===== config.mk =====
export PLATFORM = sky130hd
export DESIGN_NAME = seq_det_prog
export DESIGN_NICKNAME = d
export VERILOG_FILES = /design/src/rtl/seq_det_pkg.sv /design/src/rtl/seq_det_sat_cnt.sv /design/src/rtl/seq_det_prog.sv
export SDC_FILE = /design/constraint.sdc
export NUM_CORES = 1
export LEC_CHECK = 0
export CAP_MARGIN = 10
export CORE_ASPECT_RATIO = 1.4
export CORE_MARGIN = 2
export CORE_UTILIZATION = 50
export DETAILED_ROUTE_END_ITERATION = 12
export PLACE_DENSITY_LB_ADDON = 0.05
export REMOVE_ABC_BUFFERS = 1
export SETUP_SLACK_MARGIN = 0.1
export SLEW_MARGIN = 20
export SYNTH_ARGS = -nofsm -noshare
export SYNTH_HDL_FRONTEND = slang
export SYNTH_SLANG_ARGS = --single-unit

===== constraint.sdc =====
create_clock -name clk -period 4 [get_ports clk]
set_input_delay 0.8 -clock clk [delete_from_list [all_inputs] [get_ports clk]]
set_output_delay 0.8 -clock clk [all_outputs]
set_load 0.02 [all_outputs]

===== src/rtl/seq_det_pkg.sv =====
// -----------------------------------------------------------------------------
// seq_det_pkg
// Shared types and helpers for the programmable sequence detector.
//   state_t  : detector FSM states (UNCFG, ACTIVE)
//   len_mask : 32-bit mask with the low 'len' bits set (len >= 32 -> all ones)
// -----------------------------------------------------------------------------
package seq_det_pkg;

    typedef enum logic {
        UNCFG  = 1'b0,
        ACTIVE = 1'b1
    } state_t;

    localparam int MASK_W = 32;

    // Always 32 bits wide so callers can compare zero-extended operands of
    // any legal MAX_LEN without leaving unused mask bits behind.
    function automatic logic [MASK_W-1:0] len_mask(input logic [MASK_W-1:0] len);
        if (len >= MASK_W) begin
            return '1;
        end
        return (MASK_W'(1) << len) - MASK_W'(1);
    endfunction

endpackage


===== src/rtl/seq_det_sat_cnt.sv =====
// -----------------------------------------------------------------------------
// seq_det_sat_cnt
// Saturating up-counter; clear has priority over increment.
//   i_clk  : rising-edge clock
//   i_rst  : synchronous active-high reset
//   i_clr  : clear to zero (wins over i_inc)
//   i_inc  : increment by one, holding at all-ones
//   o_cnt  : current count
// -----------------------------------------------------------------------------
module seq_det_sat_cnt #(
    parameter int W = 16
) (
    input  logic         i_clk,
    input  logic         i_rst,
    input  logic         i_clr,
    input  logic         i_inc,
    output logic [W-1:0] o_cnt
);

    logic [W-1:0] r_cnt;

    always_ff @(posedge i_clk) begin
        if (i_rst || i_clr) begin
            r_cnt <= '0;
        end else if (i_inc && (r_cnt != '1)) begin
            r_cnt <= r_cnt + W'(1);
        end
    end

    assign o_cnt = r_cnt;

endmodule


===== src/rtl/seq_det_prog.sv =====
// -----------------------------------------------------------------------------
// seq_det_prog
// Runtime-programmable serial pattern detector (1..MAX_LEN bit patterns).
//   clk        : rising-edge clock
//   rst        : synchronous active-high reset
//   in         : serial data bit, sampled when in_valid=1
//   in_valid   : data qualifier; idle cycles leave history untouched
//   cfg_load   : latches pattern/pat_len/overlap_en (wins over in_valid)
//   pattern    : pattern[pat_len-1] is the first bit received, pattern[0] last
//   pat_len    : pattern length, legal 1..MAX_LEN
//   overlap_en : 1 = overlapping matches, 0 = restart after each match
//   cnt_clr    : clears match_cnt (wins over a simultaneous match)
//   out        : registered one-cycle match pulse
//   match_cnt  : saturating match count
//   cfg_err    : sticky flag, set by an illegal load, cleared by a legal one
//   active     : high while a legal configuration is loaded (state == ACTIVE)
// Handshake: a bit is consumed on a rising edge where state is ACTIVE,
// in_valid=1 and cfg_load=0; there is no backpressure.
// -----------------------------------------------------------------------------
module seq_det_prog
    import seq_det_pkg::*;
#(
    parameter int MAX_LEN = 8,
    parameter int LEN_W   = $clog2(MAX_LEN + 1),
    parameter int CNT_W   = 16
) (
    input  logic               clk,
    input  logic               rst,
    input  logic               in,
    input  logic               in_valid,
    input  logic               cfg_load,
    input  logic [MAX_LEN-1:0] pattern,
    input  logic [LEN_W-1:0]   pat_len,
    input  logic               overlap_en,
    input  logic               cnt_clr,
    output logic               out,
    output logic [CNT_W-1:0]   match_cnt,
    output logic               cfg_err,
    output logic               active
);

    if (MAX_LEN < 2 || MAX_LEN > 32) begin : g_bad_max_len
        $error("seq_det_prog: MAX_LEN must be within 2..32");
    end

    state_t               r_state;
    state_t               w_state_nxt;
    logic [MAX_LEN-1:0]   r_hist;
    logic [MAX_LEN-1:0]   r_pat;
    logic [LEN_W-1:0]     r_fill;
    logic [LEN_W-1:0]     r_len;
    logic                 r_ovl;
    logic                 r_out;
    logic                 r_cfg_err;

    logic                 w_cfg_legal;
    logic                 w_shift;
    logic [MAX_LEN-1:0]   w_hist_nxt;
    logic [LEN_W-1:0]     w_fill_nxt;
    logic [MASK_W-1:0]    w_diff;
    logic                 w_match;
    logic                 w_cnt_clr;

    assign w_cfg_legal = cfg_load && (pat_len != '0) && (pat_len <= LEN_W'(MAX_LEN));
    assign w_shift     = (r_state == ACTIVE) && in_valid && !cfg_load;
    assign w_hist_nxt  = {r_hist[MAX_LEN-2:0], in};
    // fill counts bits since the last load/restart, saturating at len_r.
    assign w_fill_nxt  = (r_fill >= r_len) ? r_len : r_fill + LEN_W'(1);
    // Compare only the low len_r bits of the post-shift history.
    assign w_diff      = (MASK_W'(w_hist_nxt) ^ MASK_W'(r_pat)) & len_mask(MASK_W'(r_len));
    assign w_match     = w_shift && (w_diff == '0) && (w_fill_nxt == r_len);

    // FSM next state: only cfg_load moves the detector between states.
    always_comb begin
        w_state_nxt = r_state;
        if (cfg_load) begin
            w_state_nxt = w_cfg_legal ? ACTIVE : UNCFG;
        end
    end

    always_ff @(posedge clk) begin
        if (rst) begin
            r_state <= UNCFG;
        end else begin
            r_state <= w_state_nxt;
        end
    end

    always_ff @(posedge clk) begin
        if (rst) begin
            r_hist    <= '0;
            r_pat     <= '0;
            r_fill    <= '0;
            r_len     <= '0;
            r_ovl     <= 1'b0;
            r_out     <= 1'b0;
            r_cfg_err <= 1'b0;
        end else begin
            r_out <= w_match;
            if (cfg_load) begin
                if (w_cfg_legal) begin
                    r_pat     <= pattern;
                    r_len     <= pat_len;
                    r_ovl     <= overlap_en;
                    r_hist    <= '0;
                    r_fill    <= '0;
                    r_cfg_err <= 1'b0;
                end else begin
                    r_cfg_err <= 1'b1;
                end
            end else if (w_shift) begin
                r_hist <= w_hist_nxt;
                // Non-overlapping mode demands len_r fresh bits after a match.
                r_fill <= (w_match && !r_ovl) ? '0 : w_fill_nxt;
            end
        end
    end

    assign w_cnt_clr = cnt_clr || w_cfg_legal;

    seq_det_sat_cnt #(
        .W (CNT_W)
    ) u_cnt (
        .i_clk (clk),
        .i_rst (rst),
        .i_clr (w_cnt_clr),
        .i_inc (w_match),
        .o_cnt (match_cnt)
    );

    assign out     = r_out;
    assign cfg_err = r_cfg_err;
    assign active  = (r_state == ACTIVE);

endmodule


==> results.py, run 1 <==
metrics = {
    "grt": {
        "grt_use_total_pct": 22.4,
        "antenna_found_initial": 0,
        "grt_max_degree": 30,
        "grt_pass1_vias": 1954,
        "grt_pass1_wl_um": 8800,
        "globalRoute.totalOverflow": 0,
    },
    "logic_synthesis": {
        "netlist_area_um2": 2270,
        "synth.distinct_cells": 40,
        "synthCells": 290,
        "synth_ff_type": "dfxtp_1",
        "yosys_warnings": 0,
        "synth_area_leader_cell": "dfxtp_1",
        "synth_top_area_share_pct": 38.0,
        "synth.avg_cell_area_um2": 7.81,
        "synth-seq-cells": 43,
        "synthTopCellsByCount": "45 x nand2_1, 43 x dfxtp_1, 39 x a21oi_1, 21 x nand3_1, 16 x nor2_1",
        "async_reset_ff_share_pct": 0,
        "synth.area.top_cells": "dfxtp_1 38%, a21oi_1 8.6%, nand2_1 7.5%",
        "synth.most_common_cell": "nand2_1",
        "synth-edff-count": 0,
        "synth_seq_area_share_pct": 38.0,
    },
    "setup_path": {
        "critPathSlowestCell": "dfxtp_1",
        "crit_family": "simple AND/OR/NAND/NOR gates",
        "worst-path-max-fanout": 15,
        "crit_path_frequent_cell": "a21oi_1",
        "arrival_ps": 3200,
        "crit_type": "flip-flop to flip-flop",
        "start_kind": "flip-flop",
        "cpPeakStageDelay_ps": 550,
        "path_cells": "inv_1 -> nand3_1 -> ha_1 -> nand2b_1 -> a21oi_1 -> o211ai_1 -> a22oi_1 -> nand2_1 -> or4_1 -> a21oi_1",
        "crit_buf_inv": 1,
        "cp.required_ps": 4230,
        "cp-end-kind": "flip-flop",
    },
    "routing": {
        "drt_wl_total_um": 5150,
        "drtPass1Iterations": 4,
        "ant_nets": 0,
        "via_count": 2105,
        "drc": 0,
        "avgRoutedWirePerCell_um": 13.4,
        "drtIter0Drc": 67,
        "avgViaCountPerCell": 5.48,
    },
    "floorplan": {
        "start_util_pct": 50.8,
        "core_um2": 4460,
        "die_area_um2": 5090,
        "fp.dieH_um": 83.7,
        "io_pins": 38,
        "rows": 29,
        "die_w_um": 60.9,
    },
    "power_and_ir_drop": {
        "power.density_nw_per_um2": 326,
        "power_w": 0.000903,
        "ir_drop_mv": 0.241,
        "total_leakage_power_nw": 0.945,
    },
    "timing": {
        "timing.final.hold_violations": 0,
        "timing.final.crit_share_pct": 74.1,
        "max_freq_ghz": 0.337,
        "slew_violations": 0,
        "min_period_ps": 2960,
        "clock_skew_ps": 4.21,
        "slew_headroom_pct": 56.2,
        "fin_setup_tns_ps": 0,
        "holdWs_ps": 474,
        "tightestPinTransition_ps": 655,
        "setup_viol": 0,
        "rsz0062_at_grt": "no",
    },
    "placement": {
        "gp_congestion": 0.872,
        "place_hpwl_um": 3780,
        "io_buffers": 37,
    },
    "clock_network": {
        "cts_resized": 0,
        "cts_root_buf": "clkbuf_8",
        "post-cts-setup-buffers": 0,
        "cts_tree": "built",
        "cts_buffers": 5,
        "cts_hold_buffers": 0,
        "worstSkewPairLatency_ps": 300,
        "clockBufferDepth": 2,
        "clkSinkCount": 43,
        "htreeDepth": 2,
        "clkTransAtPathRegs_ps": 80,
    },
    "final_layout": {
        "syn2layout_area_growth_pct": 22.2,
        "nets": 347,
        "drive_gt1_share_pct": 4.66,
        "n_antenna_cell": 0,
    },
    "run_status": {
        "status": "complete, no violations",
    },
    "hold_path": {
        "hp-class": "flip-flop to flip-flop",
    },
    "run": {
        "maxCapViolations": 0,
    },
}
[sequential cells by signal (all words and copies together) (netlist names)]
register,flops
active,1
cfg_err,1
out,1
r_fill,4
r_hist,7
r_len,4
r_ovl,1
r_pat,8
u_cnt.o_cnt,16
[worst reg2reg max path, delay by kind of cell, from the launching register on]
family          cells  cell delay [ps]
buf+inv             1              210
flops               1              550
compound gates      4              800
simple gates        4             1040
fa+ha+maj           1              300
[layer usage]
| layer | part of all wire (%) | global-route usage [%] |
|---|---|---|
| met5 | 0 | 0 |
| met3 | 2.4 | 4.65 |
| met4 | 1.5 | 7.31 |
| met2 | 54 | 38.7 |
| met1 | 42 | 26.7 |
[metrics by stage]
step                      util, %  setup slack (ps)  std cells  instance area (um^2)
after floorplan                 -              1360        274                  2180
after global placement       59.4               834        376                  2650
after detailed placement     59.4               798        376                  2650
after CTS                    62.0              1040        384                  2770
after global routing         62.0               594        384                  2770
final                        62.0              1040        384                  2770
[final cells by class]
cell class / instances / area, um^2
sequential: 43 / 861
timing repair buffer: 40 / 393
fill: 420 / 1690
tap: 62 / 77.6
clock buffer: 6 / 82.6
clock inverter: 2 / 35.0
multi-input combinational: 224 / 1290
inverter: 7 / 26.3
[kinds of logic (layout without fill, tap and decap cells)]
family / count (synthesis) / in the layout / share of synthesized area (%)
buffers and inverters: 23 / 55 / 4.91
and+or+nand+nor: 129 / 129 / 28.5
xor gates and xnor gates: 19 / 19 / 7.34
DFF: 43 / 43 / 38.0
adders and majority gates: 7 / 7 / 3.87
AOI/OAI and AO/OA: 69 / 69 / 17.4
[where the power goes]
| part | switching (W) | internal (W) | leakage [nW] |
|---|---|---|---|
| clock network | 0.000153 | 0.000202 | 0.0612 |
| registers | 0.00000955 | 0.000436 | 0.348 |
| logic | 0.0000564 | 0.0000463 | 0.535 |
[cell usage in the layout (no fill, tap or decap), types with 2 or more instances in the layout]
| cell type | n |
|---|---|
| inv_1 | 7 |
| and4_1 | 2 |
| and3_1 | 3 |
| or4_1 | 3 |
| a21oi_1 | 39 |
| buf_4 | 3 |
| clkdlybuf4s50_1 | 37 |
| xnor2_1 | 11 |
| xor2_1 | 8 |
| a22o_1 | 4 |
| a22oi_1 | 2 |
| nand2_1 | 45 |
| nor2_1 | 16 |
| dfxtp_1 | 43 |
| ha_1 | 7 |
| clkbuf_8 | 6 |
| nor3_1 | 6 |
| nand4_1 | 7 |
| o211ai_1 | 4 |
| o21ai_0 | 14 |
| nand2b_1 | 6 |
| nand3_1 | 21 |
| or3_1 | 11 |
[path summary, 6_finish.rpt]
check	end	from	slack [ps]	cells after the start
min reg2reg	r_pat[6]$_SDFFE_PP0P_	r_pat[6]$_SDFFE_PP0P_	470	2
max reg2reg	u_cnt.o_cnt[10]$_SDFFE_PP0P_	r_len[3]$_SDFFE_PP0P_	1040	10
max	u_cnt.o_cnt[10]$_SDFFE_PP0P_	r_len[3]$_SDFFE_PP0P_	1040	10
min	r_pat[6]$_SDFFE_PP0P_	r_pat[6]$_SDFFE_PP0P_	470	2
No activity file was read; power rests on OpenSTA's default activity.
==> run 2: changes to the inputs <==
==> constraint.sdc (replaced) <==
create_clock -name clk -period 3.1 [get_ports clk]
set_input_delay 0.62 -clock clk [delete_from_list [all_inputs] [get_ports clk]]
set_output_delay 0.62 -clock clk [all_outputs]
set_load 0.02 [all_outputs]
==> results.py, run 2 (synthesis results as in run 1) <==
metrics = {
    "final_layout": {
        "nets": 353,
        "n_antenna_cell": 0,
        "final_area_um2": 2780,
        "final_common_cell": "nand2_1",
        "nFillCells": 430,
        "drive_gt1_share_pct": 6.10,
        "most-common-layout-cells": "44 x nand2_1, 43 x dfxtp_1, 39 x a21oi_1",
        "final_util_pct": 62.3,
        "syn2layout_area_growth_pct": 22.7,
        "largest_reg_flops": 16,
    },
    "setup_path": {
        "cp-end-kind": "flip-flop",
        "reg2reg_slack_ps": 340,
        "start_kind": "flip-flop",
        "crit_family": "simple AND/OR/NAND/NOR gates",
        "arrival_ps": 2990,
        "rr_endpoint": "u_cnt.o_cnt[10]$_SDFFE_PP0P_",
        "cp.required_ps": 3330,
        "reg2reg_depth": 9,
        "crit_type": "flip-flop to flip-flop",
        "timing.rr.start": "r_len[3]$_SDFFE_PP0P_",
        "worst-path-max-fanout": 15,
        "cpPeakStageDelay_ps": 510,
        "path_cells": "nor2_1 -> nand2_1 -> ha_1 -> o2111ai_1 -> o211ai_1 -> nor4_1 -> nand2_2 -> or4_1 -> a21oi_1",
        "crit_buf_inv": 0,
        "critPathSlowestCell": "nor4_1",
    },
    "routing": {
        "via_count": 2125,
        "drtPass1Iterations": 4,
        "drt_wl_total_um": 5160,
        "wl_met1_um": 2060,
        "top_layer": "met4",
        "drtIter0Drc": 79,
        "wl_met3_um": 121,
        "avgRoutedWirePerCell_um": 13.2,
        "drc": 0,
        "wl_met2_um": 2930,
        "avgViaCountPerCell": 5.45,
        "ant_nets": 0,
    },
    "placement": {
        "place_ws_ps": 166,
        "io_buffers": 37,
        "place_hpwl_um": 3910,
        "gp_congestion": 0.855,
        "postPlaceCellArea_um2": 2700,
    },
    "grt": {
        "grt_use_total_pct": 21.6,
        "globalRoute.totalOverflow": 0,
        "grt_pass1_wl_um": 8510,
        "grt_pass1_vias": 1974,
        "grt_max_degree": 30,
        "antenna_found_initial": 0,
    },
    "floorplan": {
        "rows": 29,
        "io_pins": 38,
        "core_um2": 4460,
        "die_w_um": 60.9,
        "fp.dieH_um": 83.7,
        "start_util_pct": 50.8,
        "die_area_um2": 5090,
    },
    "clock_network": {
        "clkSinkCount": 43,
        "clockBufferDepth": 2,
        "cts_hold_buffers": 0,
        "clkTransAtPathRegs_ps": 80,
        "worstSkewPairLatency_ps": 290,
        "cts_buffers": 5,
        "cts_root_buf": "clkbuf_8",
        "htreeDepth": 2,
        "cts_tree": "built",
        "post-cts-setup-buffers": 0,
        "cts_resized": 0,
    },
    "hold_path": {
        "hp-start": "r_ovl$_SDFFE_PP0P_",
        "holdPathStages": 2,
        "hp-class": "flip-flop to flip-flop",
        "whs_endpoint": "r_ovl$_SDFFE_PP0P_",
    },
    "power_and_ir_drop": {
        "total_leakage_power_nw": 0.956,
        "ir_drop_mv": 0.308,
        "power.density_nw_per_um2": 379,
    },
    "timing": {
        "timing.final.hold_violations": 0,
        "rsz0062_at_grt": "no",
        "slew_violations": 0,
        "holdWs_ps": 466,
        "tightestPinTransition_ps": 633,
        "timing.final.crit_share_pct": 89.1,
        "max_freq_ghz": 0.362,
        "min_period_ps": 2760,
        "fin_ws_ps": 339,
        "setup_viol": 0,
        "clock_skew_ps": 3.68,
        "slew_headroom_pct": 57.7,
        "fin_setup_tns_ps": 0,
    },
    "run_status": {
        "status": "complete, no violations",
    },
    "run": {
        "maxCapViolations": 0,
    },
}
run 2: cell count changes in the layout (fill, tap and decap cells not counted), sizes merged:
cell    delta
buf        +6
bufinv     -1
clkbuf     +1
run 2: cell type report:
class / instances / area [um^2] / area share (%)
inverter: 7 / 26.3 / 0.945
clock inverter: 1 / 5.00 / 0.180
tap: 62 / 77.6 / 2.79
multi-input combinational: 224 / 1300 / 46.6
clock buffer: 7 / 76.3 / 2.75
timing repair buffer: 46 / 438 / 15.8
sequential: 43 / 861 / 31.0
run 2: worst max path at each step:
stage / slack (ps) / startpoint / endpoint / depth (start not counted)
5_1_grt: 110 / r_len[2]$_SDFFE_PP0P_ / u_cnt.o_cnt[13]$_SDFFE_PP0P_ / 10
3_3_place_gp: 200 / cfg_load / u_cnt.o_cnt[10]$_SDFFE_PP0P_ / 8
6_report: 340 / r_len[3]$_SDFFE_PP0P_ / u_cnt.o_cnt[10]$_SDFFE_PP0P_ / 9
4_1_cts: 340 / r_len[2]$_SDFFE_PP0P_ / u_cnt.o_cnt[10]$_SDFFE_PP0P_ / 10
3_5_place_dp: 170 / cfg_load / u_cnt.o_cnt[10]$_SDFFE_PP0P_ / 8
2_1_floorplan: 640 / cfg_load / u_cnt.o_cnt[10]$_SDFFE_PP0P_ / 7
run 2: layer usage:
layer	up-vias	GRT usage (%)
met5	-	0
met4	0	7.91
met3	4	3.72
met2	34	39.4
met1	989	23.8
li1	1098	-
run 2: per-stage QoR:
step                cells  total power (W)
global placement      382         0.000726
detailed placement    382         0.000728
CTS                   390          0.00106
finish                390          0.00105
global route          390          0.00110
floorplan             274         0.000662
run 2: tightest hold or removal path: stages, from the launching register on:
cell	delay, ps
dfxtp_1	320
nand2_1	50
a21oi_1	50
run 2: power breakdown:
group	internal, W	switching, W	leakage, nW	total, W
Combinational	0.0000642	0.0000761	0.565	0.000140
Sequential	0.000563	0.0000111	0.348	0.000574
Clock	0.000158	0.000182	0.0422	0.000340
Total	0.000786	0.000269	0.956	0.00105
